## config.mk

```make
export PLATFORM = sky130hd
export DESIGN_NAME = mult_share_arbiter
export DESIGN_NICKNAME = d
export VERILOG_FILES = /design/src/rtl/mult_arb_pkg.sv /design/src/rtl/signed_mult_32.sv /design/src/rtl/mult_share_arbiter.sv
export SDC_FILE = /design/constraint.sdc
export NUM_CORES = 2
export LEC_CHECK = 0
export ABC_AREA = 1
export BUFFER_PORTS_ARGS = -buffer_cell sky130_fd_sc_hd__buf_2
export CAP_MARGIN = 5
export CORE_AREA = 2 2 318 320
export CTS_CLUSTER_DIAMETER = 120
export DETAILED_ROUTE_END_ITERATION = 10
export DIE_AREA = 0 0 320 322
export GPL_ROUTABILITY_DRIVEN = 1
export GPL_TIMING_DRIVEN = 0
export PLACE_DENSITY = 0.65
export SLEW_MARGIN = 15
export SYNTH_ARGS = -nofsm -noshare
export SYNTH_HDL_FRONTEND = slang
export SYNTH_HIERARCHICAL = 1
export SYNTH_SLANG_ARGS = --single-unit
export TNS_END_PERCENT = 10
```

## constraint.sdc

```tcl
create_clock -name clk -period 15.3 [get_ports clk]
set_input_delay 2.295 -clock clk [delete_from_list [all_inputs] [get_ports clk]]
set_output_delay 2.295 -clock clk [all_outputs]
set_load 0.02 [all_outputs]
```

## src/rtl/mult_arb_pkg.sv

```systemverilog
// Shared types and widths for the multiplier-sharing arbiter.
// Holds the FSM state enum, operand/product widths and the default requester count.
package mult_arb_pkg;

  typedef enum logic [1:0] {
    IDLE = 2'd0,
    CALC = 2'd1,
    RESP = 2'd2
  } state_t;

  localparam int OPW          = 32;
  localparam int PRODW        = 64;
  localparam int NREQ_DEFAULT = 4;

endpackage

```

## src/rtl/signed_mult_32.sv

```systemverilog
// Combinational two's-complement 32x32 -> 64 multiplier.
// Both operands are sign-extended to the product width first, so -2^31 inputs are exact.
module signed_mult_32
  import mult_arb_pkg::*;
(
  input  logic [OPW-1:0]   i_a,
  input  logic [OPW-1:0]   i_b,
  output logic [PRODW-1:0] o_p
);

  logic signed [PRODW-1:0] w_a_ext;
  logic signed [PRODW-1:0] w_b_ext;

  assign w_a_ext = {{(PRODW-OPW){i_a[OPW-1]}}, i_a};
  assign w_b_ext = {{(PRODW-OPW){i_b[OPW-1]}}, i_b};
  // Low PRODW bits of the extended product equal the exact signed result.
  assign o_p     = w_a_ext * w_b_ext;

endmodule

```

## src/rtl/mult_share_arbiter.sv

```systemverilog
// Arbitrates NREQ requesters onto one shared signed 32x32 multiplier (IDLE -> CALC -> RESP).
// Define MULT_ARB_RR_EN for round-robin arbitration; otherwise the lowest valid index wins.
module mult_share_arbiter
  import mult_arb_pkg::*;
#(
  parameter int NREQ = NREQ_DEFAULT,
  parameter int IDW  = $clog2(NREQ)
) (
  input  logic                  clk,
  input  logic                  rst,
  input  logic [NREQ-1:0]       req_valid,
  output logic [NREQ-1:0]       req_ready,
  input  logic [NREQ*OPW-1:0]   req_a,
  input  logic [NREQ*OPW-1:0]   req_b,
  output logic                  rsp_valid,
  input  logic                  rsp_ready,
  output logic [IDW-1:0]        rsp_id,
  output logic [PRODW-1:0]      rsp_result,
  output logic                  busy
);

  state_t             r_state;
  state_t             w_state_next;
  logic [NREQ-1:0]    w_grant;
  logic [IDW-1:0]     w_grant_idx;
  logic               w_any;
  logic               w_hs;
  logic [OPW-1:0]     w_a_arr [NREQ];
  logic [OPW-1:0]     w_b_arr [NREQ];
  logic [OPW-1:0]     r_a;
  logic [OPW-1:0]     r_b;
  logic [IDW-1:0]     r_id;
  logic [PRODW-1:0]   r_result;
  logic [PRODW-1:0]   w_prod;

  genvar gi;
  generate
    for (gi = 0; gi < NREQ; gi++) begin : g_unpack
      assign w_a_arr[gi] = req_a[gi*OPW +: OPW];
      assign w_b_arr[gi] = req_b[gi*OPW +: OPW];
    end
  endgenerate

`ifdef MULT_ARB_RR_EN
  logic [IDW-1:0] r_ptr;

  // Scan upward from the pointer with wrap; first valid index wins.
  always_comb begin
    w_grant     = '0;
    w_grant_idx = '0;
    w_any       = 1'b0;
    for (int k = 0; k < NREQ; k++) begin
      if (!w_any && req_valid[(int'(r_ptr) + k) % NREQ]) begin
        w_any                                  = 1'b1;
        w_grant[(int'(r_ptr) + k) % NREQ]      = 1'b1;
        w_grant_idx                            = IDW'((int'(r_ptr) + k) % NREQ);
      end
    end
  end

  always_ff @(posedge clk) begin
    if (rst) begin
      r_ptr <= '0;
    end else if (w_hs) begin
      r_ptr <= (w_grant_idx == IDW'(NREQ-1)) ? '0 : w_grant_idx + 1'b1;
    end
  end
`else
  always_comb begin
    w_grant     = '0;
    w_grant_idx = '0;
    w_any       = 1'b0;
    for (int k = 0; k < NREQ; k++) begin
      if (!w_any && req_valid[k]) begin
        w_any       = 1'b1;
        w_grant[k]  = 1'b1;
        w_grant_idx = IDW'(k);
      end
    end
  end
`endif

  assign w_hs = w_any && (r_state == IDLE);

  always_ff @(posedge clk) begin
    if (rst) begin
      r_state <= IDLE;
    end else begin
      r_state <= w_state_next;
    end
  end

  always_comb begin
    w_state_next = r_state;
    case (r_state)
      IDLE:    if (w_any) w_state_next = CALC;
      CALC:    w_state_next = RESP;
      RESP:    if (rsp_ready) w_state_next = IDLE;
      default: w_state_next = IDLE;
    endcase
  end

  // req_ready depends on req_valid only through the grant; rsp_ready never reaches it.
  always_comb begin
    req_ready = (r_state == IDLE) ? w_grant : '0;
    rsp_valid = (r_state == RESP);
    busy      = (r_state != IDLE);
  end

  always_ff @(posedge clk) begin
    if (rst) begin
      r_a      <= '0;
      r_b      <= '0;
      r_id     <= '0;
      r_result <= '0;
    end else begin
      if (w_hs) begin
        r_a  <= w_a_arr[w_grant_idx];
        r_b  <= w_b_arr[w_grant_idx];
        r_id <= w_grant_idx;
      end
      if (r_state == CALC) begin
        r_result <= w_prod;
      end
    end
  end

  signed_mult_32 u_mult (
    .i_a (r_a),
    .i_b (r_b),
    .o_p (w_prod)
  );

  assign rsp_id     = r_id;
  assign rsp_result = r_result;

endmodule

```

# Yosys cells after proc, flatten, opt, wreduce, memory -nomap -nowiden
# Cells that the tools add are included.
dict set report classes {
  reduce_logical 10
  shifts 0
  eq_ne 4
  n_mux 20
  magnitude_cmp 1
  n_div 0
  n_mul 1
  add_sub_neg 0
  bitwise_logic 1
}
# op n
set ops {}
lappend ops {{binary-select mux 32 bit (select 2 bit)} 2}
lappend ops {{2-to-1 mux 32 bit} 4}
lappend ops {{multiplier 32 x 32 -> 64 bit} 1}
lappend ops {{2-to-1 mux 1 bit} 8}
lappend ops {{2-to-1 mux 2 bit} 4}
lappend ops {{case mux 2 bit (3 select lines)} 1}
lappend ops {{logical AND 1 bit} 4}
lappend ops {{2-to-1 mux 4 bit} 1}
lappend ops {{>= comparator 3 bit (second input constant)} 1}
lappend ops {{zero test 1 bit} 3}
lappend ops {{inverter 2 -> 3 bit} 1}
lappend ops {{equality test 2 x 1 -> 1 bit (second input constant)} 1}
lappend ops {{equality test 2 bit (second input constant)} 1}
lappend ops {{zero test 2 bit} 1}
lappend ops {{!= test 2 x 1 -> 1 bit (second input constant)} 1}
lappend ops {{!= test 2 bit (second input constant)} 1}
lappend ops {{AND reduction 2 bit} 1}
lappend ops {{nonzero test 2 bit} 1}
dict set report totals {
  register_bits 132
  latchBits 0
  ram_bits 0
  mem_bits_ro 0
  word_cells 42
  n_memories 0
  inputBits 263
}

# Depth between registers and ports, before layout
dict set report depth {
  depth_word 14
  depth_mapped 33
  ltp_nobuf 32
}

# Cells and area by module
# The synthesis kept the hierarchy.
# mod n_inst cells_each area_per_inst_um2
set modules_own_cells {}
lappend modules_own_cells {signed_mult_32 1 5035 38789.7}
lappend modules_own_cells {mult_share_arbiter 1 1285 7757.4}

# Worst setup path before layout
# No wires, ideal clock.
dict set report synth_path {
  path_type {register to register}
  from {reg r_a[31]}
  to {reg r_result[60] (netlist: rsp_result[60])}
  path_stages_with_launch 28
  slack_ns 8.076
  n_path_buf 1
  arrival_ns 7.108
  required_time_ns 15.184
  cell_sequence {dfxtp_1 > clkbuf_1 > nand2_1 > inv_1 > fa_1 > inv_1 > fa_1 > inv_1 > fa_1 > fa_1 > inv_1 > fa_1 > inv_1 > fa_1 > inv_1 > fa_1 > fa_1 > inv_1 > ha_1 > nand2_1 > nor2_1 > nand3_1 > nor4_1 > a21oi_1 > nand3_1 > nand2_1 > o21ai_0 > nor2_1}
}
dict set report synth_between {
  elab_chain_cells 1
}
# item line_no
set synth_rtl {}
lappend synth_rtl {{start: declaration} mult_share_arbiter.sv:30} ;# logic [OPW-1:0] r_a;
lappend synth_rtl {{start signal: assignment} mult_share_arbiter.sv:118} ;# r_a <= w_a_arr[w_grant_idx];
lappend synth_rtl {{multiplier 32 x 32 -> 64 bit} signed_mult_32.sv:17} ;# assign o_p = w_a_ext * w_b_ext;
lappend synth_rtl {{named net w_prod[60]} mult_share_arbiter.sv:34} ;# logic [PRODW-1:0] w_prod;
lappend synth_rtl {{end signal: assignment} mult_share_arbiter.sv:123} ;# r_result <= w_prod;
lappend synth_rtl {{end: declaration} mult_share_arbiter.sv:33} ;# logic [PRODW-1:0] r_result;
# The timed path passes the listed nets, and every way through them passes these cells.
# A chain may end at the register's enable or synchronous reset.

# Worst setup path in the final report
dict set report layout_path {
  from {reg r_b[7]}
  to {reg r_result[58] (netlist: rsp_result[58])}
}
dict set report layout_between {
  elab_chain_cells 1
}
# item line_no
set layout_rtl {}
lappend layout_rtl {{start: declaration} mult_share_arbiter.sv:31} ;# logic [OPW-1:0] r_b;
lappend layout_rtl {{start signal: assignment} mult_share_arbiter.sv:119} ;# r_b <= w_b_arr[w_grant_idx];
lappend layout_rtl {{multiplier 32 x 32 -> 64 bit} signed_mult_32.sv:17}
lappend layout_rtl {{named net w_prod[58]} mult_share_arbiter.sv:34}
# The timed path passes the listed nets, and every way through them passes these cells.

==> run_results.csv <==
group,metric,value,unit
status,run_status,"complete, no violations",
drt,vias,41869,
logic_synthesis,synth.most_common_cell,"inv_1",
drt,drc_errors,0,
worst_setup_path,cp_slowest_stage_delay,0.90,ns
clock_network,cts_buffer_depth,2,
logic_synthesis,synth_fp_nets,7849,
worst_setup_path,crit_arrival,9.95,ns
logic_synthesis,ys_seq_area_frac,0.0568,
logic_synthesis,synthTopCellsByArea,"fa_1 47%, inv_1 15%, nand2_1 15%, dfxtp_1 5.7%, ha_1 4.9%",
placement,place_congestion,1.06,
logic_synthesis,ys_types,33,
logic_synthesis,syn_inst,6320,
logic_synthesis,synth_common_cells,"1,886 x inv_1, 1,820 x nand2_1, 1,082 x fa_1, 246 x nor2_1, 227 x clkbuf_1",
logic_synthesis,synth_compound_area_frac,0.0322,
worst_setup_path,crit_fanout,10,
worst_setup_path,startpoint_type,"register",
min_path,min_path_type,"reg -> reg",
logic_synthesis,synth_top_area_share,0.465,
clock_network,cts.sinks,132,
final_layout,syn_to_final_growth,8.48,%
logic_synthesis,synth_enable_flop_cells,0,
logic_synthesis,muxShareOfSynthArea,0,
clock_network,clk_pin_slew,0.06,ns
grt,grt_max_degree,23,
logic_synthesis,avgSynthCellArea,7.37,um^2
logic_synthesis,yosys.area_share.simple,0.210,
floorplan,die_y,322,um
grt,grt_pass1_vias,43458,
floorplan,dieArea,103000,um^2
logic_synthesis,yosys_warnings,6,
logic_synthesis,synth_area_leader_cell,"fa_1",
floorplan,rows,116,
clock_network,cts-resized-gates,0,
drt,routed_via_density,5.24,
logic_synthesis,synthAdderAreaFrac,0.515,
clock_network,cts_tree,"done",
timing,finClkSkew,0.0145,ns
drt,drt_wl_total,186,mm
clock_network,clk_latency,0.48,ns
logic_synthesis,synth_top_family_by_area,"adder cells",
flow_run,maxCapViolCount,0,
placement,dp_hpwl,156,mm
timing,period_minus_slack,9.55,ns
clock_network,cts-hold-fix-buffers,0,
worst_setup_path,crit_path_end_kind,"register",
grt,grt_overflow,0,
floorplan,die-width,320,um
floorplan,num_io_pins,335,
worst_setup_path,crit_buf_inv,9,
drt,antenna_left,0,
grt,grt_pass1_wl,274,mm
drt,drtIter0Drc,4196,
timing,worst_pin_slew,1.43,ns
floorplan,core_area,99600,um^2
placement,portBuffers,334,
worst_setup_path,cpMaxStageDelayCell,"fa_1",
timing,relSlewSlack,0.0462,
clock_network,root_buffer,"clkbuf_16",
logic_synthesis,async_reset_ff_frac,0,
timing,finalSetupViolCount,0,
timing,report.final.hold_viol_count,0,
worst_setup_path,required,15.70,ns
timing,tns,0,ns
grt,grt_usage,0.371,
clock_network,numCtsBuffers,17,
grt,antenna_found_initial,10,
drt,dr.pass1.iters,8,
timing,max_freq,105,MHz
worst_setup_path,critPathKind,"reg -> reg",
final_layout,nFillCells,10185,
logic_synthesis,ys_seq_elements,132,
logic_synthesis,netlist_area,46500,um^2
final_layout,nNetsFinal,8203,
final_layout,final_layout_size_suffix_gt1_frac,0.0718,
timing,finalCritPeriodShare,0.624,
clock_network,cts_setup_buffers,0,
timing,rsz0062_at_grt,"false",
clock_network,cts_max_level,4,
logic_synthesis,synth_ff_type,"dfxtp_1",
floorplan,start_util,0.468,
worst_setup_path,path_delay_family,"adder cells",
timing,slew_viol_final,0,
logic_synthesis,synth-xor-area-share,0.00790,
drt,wire_per_inst,23.2,um
-- cell families after synthesis --
kind of cell,Yosys count
buf+inv,2177
flops,132
compound gates,293
simple gates,2410
xor+xnor,42
fa+ha+maj,1266
-- area by class of cell --
class,count,area (um^2),area share
multi-input cells,4011,35600,0.705
inverters,1890,7090,0.140
flip-flops and latches,132,2640,0.0523
repair buffers,335,1690,0.0334
well taps,1298,1620,0.0322
plain buffers,287,1200,0.0237
clock buffers,18,439,0.00870
clock inverters,13,175,0.00347
diodes,6,15.0,0.000297
-- through the flow --
step / setup slack (ns) / std cells / utilization / hold WS, ns / area [um^2]
floorplan: 8.08 / 6320 / - / 0.530 / 46500
global placement: 5.99 / 7952 / 0.501 / 0.448 / 49800
detailed placement: 5.91 / 7952 / 0.501 / 0.462 / 49800
CTS: 5.88 / 7983 / 0.507 / 0.479 / 50500
global route: 5.24 / 7988 / 0.507 / 0.507 / 50500
finish: 5.75 / 7990 / 0.507 / 0.476 / 50500
-- worst register-to-register path, delay by kind of cell, from the launching register on --
kind,cells,cell delay (ns)
adder cells (fa/ha/maj),9,4.80
AND/OR/NAND/NOR,11,1.55
buffers and inverters,9,2.18
AO/OA/AOI/OAI,1,0.11
flip-flops,1,0.86
-- path summary, 6_finish.rpt --
check             slack (ns)  cells past startpoint                         from                           to
setup / recovery        5.75                     30          r_b[7]$_SDFFE_PP0P_  rsp_result[58]$_SDFFE_PP0N_
hold / removal          0.48                      2  rsp_result[28]$_SDFFE_PP0N_  rsp_result[28]$_SDFFE_PP0N_
setup reg to reg        5.75                     30          r_b[7]$_SDFFE_PP0P_  rsp_result[58]$_SDFFE_PP0N_
hold reg to reg         0.48                      2  rsp_result[28]$_SDFFE_PP0N_  rsp_result[28]$_SDFFE_PP0N_
-- layer usage --
layer,share of wire,global-route usage
met5,0.000070,0
met2,0.43,0.562
met4,0.078,0.239
met1,0.37,0.467
met3,0.12,0.105
-- sequential cells by signal, indices dropped and copies added, names as in the netlist --
signal	cells
r_b	32
rsp_id	2
r_a	32
r_state	2
rsp_result	64
-- layout by cell type, fill, tap and decap left out, types with 120 or more instances in the layout --
master       n
inv_1     1886
nand2_1   1820
fa_1      1081
buf_2      375
nor2_1     246
clkbuf_1   223
nand3_1    188
ha_1       184
dfxtp_1    132
a21oi_1    130
o21ai_0    120
Power is not shown: default switching activity piles up to over one toggle a cycle in this logic, so the estimate is an artifact.
